**src/rtl/accum_fetch_sequencer.sv**
```systemverilog
// Fetch/issue controller for the 8-bit accumulator core: fetches opcode plus optional operand,
// issues them to the core and owns the PC. Define ACCUM_SEQ_ICOUNT_EN to add the icount output.
module accum_fetch_sequencer #(
    parameter int unsigned ADDR_W     = 8,
    parameter int unsigned START_ADDR = 0
) (
    input  logic              clk,
    input  logic              reset,
    input  logic              start,
    output logic              mem_req,
    output logic [ADDR_W-1:0] mem_addr,
    input  logic [7:0]        mem_rdata,
    input  logic              mem_ack,
    input  logic              core_ready,
    output logic              core_issue,
    output logic [7:0]        core_instr,
    output logic [7:0]        core_data,
    output logic [ADDR_W-1:0] pc,
    output logic              busy,
    output logic              halted
`ifdef ACCUM_SEQ_ICOUNT_EN
    ,
    output logic [15:0]       icount
`endif
);

    localparam logic [ADDR_W-1:0] StartPc = ADDR_W'(START_ADDR);
    localparam logic [ADDR_W-1:0] PcOne   = ADDR_W'(1);

    typedef enum logic [2:0] {
        StIdle,
        StFetchOp,
        StFetchArg,
        StIssue,
        StHalted
    } state_e;

    state_e            state_q, state_d;
    logic [ADDR_W-1:0] pc_q, pc_d;
    logic [7:0]        instr_q, instr_d;
    logic [7:0]        data_q, data_d;
    logic              start_ok;
    logic              consume;

    function automatic logic is_two_byte(input logic [3:0] cls);
        return cls inside {4'h1, 4'h3, 4'h4, 4'h5, 4'h6, 4'h7};
    endfunction

    assign start_ok = start && (state_q == StIdle || state_q == StHalted);
    assign consume  = (state_q == StIssue) && core_ready;

    always_comb begin
        state_d = state_q;
        pc_d    = pc_q;
        instr_d = instr_q;
        data_d  = data_q;
        case (state_q)
            StIdle, StHalted: begin
                if (start) begin
                    pc_d    = StartPc;
                    state_d = StFetchOp;
                end
            end
            StFetchOp: begin
                if (mem_ack) begin
                    instr_d = mem_rdata;
                    pc_d    = pc_q + PcOne;
                    if (mem_rdata[7:4] == 4'hF) begin
                        state_d = StHalted;
                    end else if (is_two_byte(mem_rdata[7:4])) begin
                        state_d = StFetchArg;
                    end else begin
                        data_d  = 8'h00;
                        state_d = StIssue;
                    end
                end
            end
            StFetchArg: begin
                if (mem_ack) begin
                    data_d  = mem_rdata;
                    pc_d    = pc_q + PcOne;
                    state_d = StIssue;
                end
            end
            StIssue: begin
                if (core_ready) begin
                    // JUMP redirects to the operand, truncated or zero-extended to the PC width
                    if (instr_q[7:4] == 4'h7) begin
                        pc_d = ADDR_W'(data_q);
                    end
                    state_d = StFetchOp;
                end
            end
            default: state_d = StIdle;
        endcase
    end

    always_ff @(posedge clk or negedge reset) begin
        if (!reset) begin
            state_q <= StIdle;
            pc_q    <= StartPc;
            instr_q <= 8'h00;
            data_q  <= 8'h00;
        end else begin
            state_q <= state_d;
            pc_q    <= pc_d;
            instr_q <= instr_d;
            data_q  <= data_d;
        end
    end

    assign mem_req    = (state_q == StFetchOp) || (state_q == StFetchArg);
    assign mem_addr   = mem_req ? pc_q : '0;
    assign core_issue = (state_q == StIssue);
    assign core_instr = instr_q;
    assign core_data  = data_q;
    assign pc         = pc_q;
    assign busy       = !(state_q == StIdle || state_q == StHalted);
    assign halted     = (state_q == StHalted);

`ifdef ACCUM_SEQ_ICOUNT_EN
    logic [15:0] icount_q, icount_d;

    always_comb begin
        icount_d = icount_q;
        if (start_ok) begin
            icount_d = 16'h0000;
        end else if (consume && icount_q != 16'hFFFF) begin
            icount_d = icount_q + 16'd1;
        end
    end

    always_ff @(posedge clk or negedge reset) begin
        if (!reset) begin
            icount_q <= 16'h0000;
        end else begin
            icount_q <= icount_d;
        end
    end

    assign icount = icount_q;
`else
    logic unused_ok;
    assign unused_ok = start_ok ^ consume;
`endif

endmodule

```
**config.mk**
```make
export PLATFORM = sky130hd
export DESIGN_NAME = accum_fetch_sequencer
export DESIGN_NICKNAME = d
export VERILOG_FILES = /design/src/rtl/accum_fetch_sequencer.sv
export SDC_FILE = /design/constraint.sdc
export NUM_CORES = 1
export LEC_CHECK = 0
export ABC_AREA = 1
export CAP_MARGIN = 20
export CORE_MARGIN = 2
export CORE_UTILIZATION = 42
export DETAILED_ROUTE_END_ITERATION = 12
export PLACE_DENSITY = 0.8
export SETUP_SLACK_MARGIN = 0.5
export SYNTH_ARGS = -nofsm -noshare
export SYNTH_HDL_FRONTEND = slang
export SYNTH_SLANG_ARGS = --single-unit
```
**constraint.sdc**
```tcl
create_clock -name clk -period 1.1 [get_ports clk]
set_input_delay 0.22 -clock clk [delete_from_list [all_inputs] [get_ports clk]]
set_output_delay 0.22 -clock clk [all_outputs]
set_load 0.05 [all_outputs]
```
-- Word level (Yosys, flattened, before mapping)
Index checks and enable logic that the tools add are counted.
- register bits: 27
- word-level logic and storage cells: 56
- add/subtract/negate cells: 1
- equality and inequality tests: 20
- mux-type cells: 18
- reductions and logical operators: 13
- operator list (operator ; count):
    two-way mux 8 bit ; 9
    one-hot mux 8 bit (3 select lines) ; 1
    equality test 4 x 3 -> 1 bit, second input constant ; 5
    one-hot mux 8 bit (2 select lines) ; 1
    two-way mux 3 bit ; 5
    != test 2 bit, second input constant ; 6
    one-hot mux 3 bit (4 select lines) ; 1
    AND reduction 5 bit ; 2
    adder 8 x 1 -> 8 bit, second input constant ; 1
    equality test 3 x 2 -> 1 bit, second input constant ; 2
    nonzero test 6 bit ; 1
    equality test 4 x 1 -> 1 bit, second input constant ; 1
    equality test 4 x 2 -> 1 bit, second input constant ; 1
    equality test 4 bit, second input constant ; 1
    != test 2 x 1 -> 1 bit, second input constant ; 2
    AND reduction 4 bit ; 1
    OR reduction 2 bit ; 2
    equality test 3 x 1 -> 1 bit, second input constant ; 1
    equality test 3 bit, second input constant ; 1
    zero test 3 bit ; 1
    nonzero test 3 bit ; 1
    logical OR 1 bit ; 2
    AND reduction 2 bit ; 1
    nonzero test 2 bit ; 1
    other kinds (2) ; 2

-- Logic depth before layout (Yosys ltp)
Gate-level depths: netlist of the first run.
- depth in word-level cells: 6
- depth in mapped cells: 9
- mapped depth without buffers: 9

-- Worst setup path after synthesis of the first run
No wires, ideal clock.
- kind: reg-to-output
- start: register state_q[0]
- end: output halted
- arrival time: 1662 ps
- required time: 880 ps
- setup slack: -782 ps
- stages on the path, launching flop included: 4
- path buffers: 0
- cells stage by stage: dfrtp_1 -> nor2_1 -> inv_1 -> nor2_1
- cells in the longest elaborated chain, start to end: 1
- RTL lines (item ; RTL line ; text):
    start, declared ; 38 ; state_e state_q, state_d;
    start signal, assigned ; 100 ; state_q <= StIdle;
    start signal, assigned ; 105 ; state_q <= state_d;
    equality test 3 bit ; 119 ; assign halted = (state_q == StHalted);
    end, declared ; 20 ; output logic halted
No other way between the ends.

-- Worst setup path in the final report of the first run
- start: register state_q[1]
- end: output mem_addr[4]
- cells in the longest elaborated chain, start to end: 3
- elaborated cells between the ends (all ways): 4
- those cells by class: eq/ne: 2; mux: 1; reduce/logical: 1
- RTL lines (item ; RTL line ; text):
    equality test 3 x 1 -> 1 bit / equality test 3 x 2 -> 1 bit (equally long branches) ; 112 ; assign mem_req = (state_q == StFetchOp) || (state_q == StFetchArg);
    logical OR 1 bit (*) ; 112 ;
    two-way mux 8 bit (*) ; 113 ; assign mem_addr = mem_req ? pc_q : '0;
    end, declared ; 11 ; output logic [ADDR_W-1:0] mem_addr,
Every way passes the cells marked *; elsewhere a longest branch is shown, timed or not.

==> summary.md, run 1 <==
| Metric | Value |
|---|---|
| Routed vias/inst | 5.554 |
| H-tree levels | 1 |
| Register area share after synthesis | 42.82% |
| Root buf cell | clkbuf_8 |
| Status | finished, violations left |
| Max capacitance violation total | 0 |
| Worst Clk Skew | 0.003675 ns |
| Compound-cell area share of the yosys netlist | 4.758% |
| Pwr Density | 3385 nW/µm² |
| Tot Pwr | 11.39 mW |
| Final std cells w/o fill | 386 |
| Io pins | 49 |
| CTS tree | built |
| Cell with the most instances after synthesis | nand2_1 |
| RSZ-0062 raised after global routing | yes |
| NumNets Final | 353 |
| Layout cells sized above 1 | 57.10% |
| Hold WC Path Type | in2async |
| Synth area leaders | dfrtp_1 (43%), nand2_1 (20%), nand3_1 (7.3%) |
| RR Endpoint | state_q[0] |
| Grt ovf | 0 |
| CTS max path bufs | 2 |
| Seq cells post-synth | 27 |
| Wire per inst | 18.30 µm |
| Setup CP Type | reg2out |
| Critical path endpoint category | output pin |
| Top_reg_cell synth | dfrtp_1 |
| CTS buffer count | 3 |
| Filler cells | 121 |
| Setup crit start kind | register |
| Post-synth cell types | 24 |
| FF-to-FF setup slack | -0.53 ns |
| Max-slew headroom | 75.04% |
| Number of synthesized flops with an enable pin | 0 |
| Crit path time final | 1.694 ns |
| Leakage | 1.595 nW |
| Gpl congestion | 0.8525 |
| Mux share of post-synthesis cell area | 0% |
| Final WS setup | -0.5941 ns |
| Finish-stage setup viols | 55 |
| Main combinational cell family by area after synthesis | simple AND/OR/NAND/NOR gates |
| Asr flop ratio synth | 100.0% |
| Clock-pin slew on the worst setup and hold paths | 0.10 ns |
| VDD IR max | 0.002401 V |
| CP required | 0.88 ns |
| GRT Total Usage | 30.48% |
| Fmax | 0.5903 GHz |
| Placed Cells | 345 |
| Share of the synthesized area in the top cell type | 42.82% |
| DRC | 0 |
| R2R depth | 9 |
| Routed vias | 2,144 |
| First-pass GRT wire length | 9.970 mm |
| DIE AREA | 4263 µm² |
| Core area | 3633 µm² |
| Worst hold slack | 0.3063 ns |
| Failing checks | setup timing |
| Post-DP HPWL | 3.547 mm |
| Initial Utilization | 43.42% |
| CTS Hold Bufs | 0 |
| Yosys warns | 0 |
| Vias in the first global route | 2,041 |
| Top cell type by total area after synthesis | dfrtp_1 |
| Cells after Synth | 215 |
| CP arrival | 1.47 ns |
| Post-route ant nets | 0 |
| Synthesized Nets | 229 |
| Final hold vios | 0 |
| Simple-gate share of the synthesized area | 44.33% |
| Initial DRT Pass Iterations | 6 |
| Synth cell count leaders | nand2_1 (83), dfrtp_1 (27), nand3_1 (23), inv_1 (17), nor2_1 (17) |
| Worst-Margin Slew | 0.3704 ns |
| Final-report max-slew violation count | 0 |
| XOR/XNOR Fraction of Synth Area | 0% |
| Maximum number of pins on one net before global-route repair | 28 |
| Reg2reg start | state_q[0] |
| Antenna cells | 0 |
| Place WS | -0.4110 ns |
| # clock sinks | 27 |
| Die Width | 65.29 µm |
| Period utilization | 154.0% |
| Syn_area_per_cell | 7.338 µm² |
| Syn-to-layout area delta | 113.3% |
| DIE HEIGHT | 65.29 µm |
| Synthesized area | 1578 µm² |
| Initial antenna violation count | 0 |
| Starting DRC count in detailed routing | 174 |
| Post-Synth Adder-Cell Area | 0.7930% |
| Port Buffer Count | 48 |
| Total Wirelength | 7.063 mm |
| Placement row count | 22 |
| Worst skew pair latency | 0.28 ns |
| Worst-path fanout max | 9 |
## cell families after synthesis
group / after synthesis
DFF: 27
buffers and inverters: 25
AOI/OAI and AO/OA: 13
adders and majority gates: 1
and+or+nand+nor: 149
## power by group
part	total [mW]	switching, mW	internal, mW
sequential	2.00	0.536	1.47
combinational	8.78	4.78	4.00
clock	0.609	0.351	0.258
total	11.4	5.67	5.72
## flip-flops by register name (all words and copies together) (netlist names)
register	cells
core_data	8
core_instr	8
pc	8
state_q	3
## repair_timing
item                       in CTS  in global routing
gates cloned                    1                  0
gates resized for setup        35                  5
setup buffers                  28                  8
setup endpoints to repair      63                 63
hold endpoints to repair        0                  0
pin swaps                       6                  2
## how the worst max path moves through the flow
stage / startpoint / to / cells past startpoint
floorplan: state_q[2] / mem_addr[0] / 6
global placement: mem_ack / pc[4] / 8
detailed placement: mem_ack / pc[6] / 8
CTS: state_q[0] / mem_addr[7] / 6
global route: state_q[1] / mem_addr[6] / 6
finish: state_q[1] / mem_addr[4] / 6
## final cells by class
type	instances	area, µm²	share of cell area, %
tap	48	60.06	1.784
multi-input combinational	163	960.9	28.55
clock buffer	3	41.29	1.227
inverter	21	101.3	3.011
timing repair buffer	123	1486	44.16
clock inverter	1	7.507	0.2230
sequential	27	708.2	21.04
## metrics by stage
stage	utilization [%]	setup TNS, ns	cell area, µm²
final	92.63	-19.08	3366
after global routing	92.63	-20.86	3366
after CTS	90.56	-13.90	3291
after detailed placement	79.51	-11.63	2889
after global placement	79.51	-10.47	2889
after floorplan	-	-5.491	1752
## metal layers
layer	global-route usage (%)	up-vias	routed length [µm]
met3	4.110	52	583
li1	-	923	-
met4	14.84	0	422
met2	54.08	163	3541
met5	0	-	0
met1	36.08	1006	2514
## layout by cell type (no fill, tap or decap), drive strengths merged
cell type	count
clkbuf	3
nor2	21
nand4	3
nand3	26
inv	21
nand2	97
nand3b	1
clkinvlp	1
a21oi	2
buf	111
ha	1
dfrtp	27
nor3	1
o21ai	10
clkdlybuf4s50	12
o21bai	1
## worst max-delay path, stage by stage, from the launching register on
cell and delay (ns):
dfrtp_2 0.48, inv_2 0.12, nand3_4 0.11, nand2_8 0.14, inv_12 0.07, nor2_4 0.11, buf_12 0.14
No activity file was read; power rests on OpenSTA's default activity.
==> run 2, diff against run 1 <==
- ABC_AREA: 1 -> unset
- CORE_UTILIZATION: 42 -> 45
- DONT_BUFFER_PORTS: unset -> 1
- PLACE_DENSITY: 0.8 -> 0.66
==> run 2 against run 1 <==
The run ends with hold timing, setup timing left. Sequential cell count did not move. Global-route usage decreased by 7.3 points. Routed wire length fell by 39%. First-iteration DRC count decreased by 79%. Non-clock buffer count decreased by 47. Utilization is 18 points lower. Sequential share of layout area grew 7.9 points. Die area shrank 10%.
==> summary.md, run 2 <==
| Metric | Value |
|---|---|
| Worst-path fanout max | 2 |
| Port Buffer Count | 0 |
| Final std cells w/o fill | 252 |
| CP Cell Sequence | buf_6 > xnor2_2 > or2_4 > buf_6 > nor2_4 > buf_12 |
| Cells after Synth | 135 |
| Failing checks | hold timing, setup timing |
| Total Wirelength | 4.282 mm |
| Setup CP Type | reg2out |
| Setup crit start kind | register |
| Critical Path Source | state_q[1] |
| Worst Clk Skew | 0.006517 ns |
| Worst-Margin Slew | 0.4054 ns |
| DIE AREA | 3835 µm² |
| Reg2reg start | state_q[0] |
| Final instance area | 2439 µm² |
| Finish-stage setup viols | 63 |
| Number of synthesized flops with an enable pin | 0 |
| Die Width | 61.93 µm |
| Placed Cells | 230 |
| Register area share after synthesis | 44.74% |
| Final-report max-slew violation count | 0 |
| Post-route ant nets | 0 |
| Routed vias/inst | 5.472 |
| Max capacitance violation total | 0 |
| Slowest CP cell | dfrtp_1 |
| H-tree levels | 1 |
| Post-DP HPWL | 2.879 mm |
| Synthesized Nets | 149 |
| Placement row count | 21 |
| Critical path endpoint category | output pin |
| Starting DRC count in detailed routing | 37 |
| R2R depth | 6 |
| Slowest stage delay, CP | 0.43 ns |
| Synth area leaders | dfrtp_1 (45%), a22o_1 (8.1%), mux2_2 (7.5%) |
| Commonest cells after routing, fill and taps aside | buf_4 (38), buf_6 (33), dfrtp_2 (24), a22o_1 (14), nand2_1 (8) |
| Hold WC Path Type | in2async |
| Grt ovf | 0 |
| Seq cells post-synth | 27 |
| First-pass GRT wire length | 6.423 mm |
| Initial DRT Pass Iterations | 4 |
| Initial antenna violation count | 0 |
| Antenna cells | 0 |
| CTS tree | built |
| CTS max path bufs | 2 |
| CP arrival | 1.69 ns |
| Final WS setup | -0.8104 ns |
| Crit path top cell by count | buf_6 |
| Root buf cell | clkbuf_4 |
| Synthesized area | 1510 µm² |
| Fmax | 0.5235 GHz |
| RSZ-0062 raised after global routing | yes |
| Share of the synthesized area in the top cell type | 44.74% |
| Yosys warns | 0 |
| Syn_area_per_cell | 11.19 µm² |
| Vias in the first global route | 1,419 |
| Filler cells | 234 |
| Status | finished, violations left |
| Final hold vios | 27 |
| Period utilization | 173.7% |
| Routed vias | 1,379 |
| Core area | 3284 µm² |
| Layout cells sized above 1 | 70.39% |
| GRT Total Usage | 23.19% |
| Io pins | 49 |
| Cell with the most instances after synthesis | dfrtp_1 |
| DIE HEIGHT | 61.93 µm |
| # clock sinks | 27 |
| NumNets Final | 221 |
| Asr flop ratio synth | 100.0% |
| Clock-pin slew on the worst setup and hold paths | 0.16 ns |
| Synth cell count leaders | dfrtp_1 (27), a22o_1 (14), mux2_2 (10), and2_1 (8), nand2_1 (8) |
| Wire per inst | 16.99 µm |
| Most common cell after layout, fill and taps aside | buf_4 |
| Top cell type by total area after synthesis | dfrtp_1 |
| Worst skew pair latency | 0.33 ns |
| Top_reg_cell synth | dfrtp_1 |
| Place WS | -0.5544 ns |
| Worst hold slack | -0.4503 ns |
| Initial Utilization | 45.98% |
| Post-synth cell types | 47 |
| Syn-to-layout area delta | 61.47% |
| Gpl congestion | 0.7929 |
| CTS buffer count | 3 |
| Maximum number of pins on one net before global-route repair | 28 |
| DRC | 0 |
| Crit path time final | 1.910 ns |
| Max-slew headroom | 72.81% |
| Placed cell area | 2034 µm² |
| CP required | 0.88 ns |
| TNS Setup | -25.46 ns |
==> run 2: changes by cell type in the layout (fill, tap and decap cells not counted), sizes merged, moves of 14 or more <==
cell	previous run	this run
nand2	97	8
buf	111	76
nand3	26	5
inv	21	4
nor2	21	6
a22o	0	14
==> run 2: final cells by class <==
| type | count | area, µm² | share of cell area [%] |
|---|---|---|---|
| multi-input combinational | 95 | 880.8 | 36.12 |
| timing repair buffer | 76 | 742.0 | 30.43 |
| sequential | 27 | 705.7 | 28.94 |
| tap | 46 | 57.56 | 2.360 |
| clock buffer | 3 | 22.52 | 0.9236 |
| inverter | 4 | 22.52 | 0.9236 |
| clock inverter | 1 | 7.507 | 0.3079 |
==> run 2: what timing repair did <==
action / CTS / global route
pin swaps: 13 / 7
setup endpoints to repair: 63 / 63
hold endpoints to repair: 27 / 30
gates resized for setup: 52 / 7
buffers inserted: 16 / 2
==> run 2: path summary, 6_finish.rpt <==
| kind | end | slack (ns) |
|---|---|---|
| max | mem_addr[2] | -0.81 |
| min | pc[6] | -0.45 |
| max reg2reg | pc[1] | -0.73 |
| min reg2reg | core_instr[0] | 0.55 |
| max in group asynchronous | pc[3] | 1.46 |
| min in group clk | core_data[5] | 0.01 |
==> run 2: cells by family (layout without fill, tap and decap cells) <==
kind of cell,count (synthesis),in the layout,synth area share (%)
XOR/XNOR,1,1,0.5801
multiplexers,11,11,8.202
AO/OA/AOI/OAI,36,36,21.54
flip-flops,27,27,44.74
adder cells (fa/ha/maj),1,1,0.8284
buffers and inverters,13,84,5.550
AND/OR/NAND/NOR,46,46,18.56
==> run 2: per-stage QoR <==
step           hold slack, ns  util [%]
3_3_place_gp         -0.07450     61.94
6_report              -0.4503     74.25
4_1_cts               -0.4588     72.84
2_1_floorplan        -0.07559         -
5_1_grt               -0.4744     74.25
3_5_place_dp         -0.07468     61.94
==> run 2: per-layer routing <==
layer	up-vias	global-route usage, %	share of wire (%)
met5	-	0	0
met4	0	7.903	1.3
met3	8	5.176	6.0
met2	50	39.40	50
met1	675	29.13	43
li1	646	-	-
==> run 2: critical path: cells and delay by family, from the launching register on <==
family,cells,cell delay (ns)
xor gates and xnor gates,1,0.13
buffers and inverters,3,0.41
DFF,1,0.43
and+or+nand+nor,2,0.38
Power of run 2 is left out: the tool's default activity adds up to more than one toggle a clock period on the data nets, which glitch-free logic cannot reach.
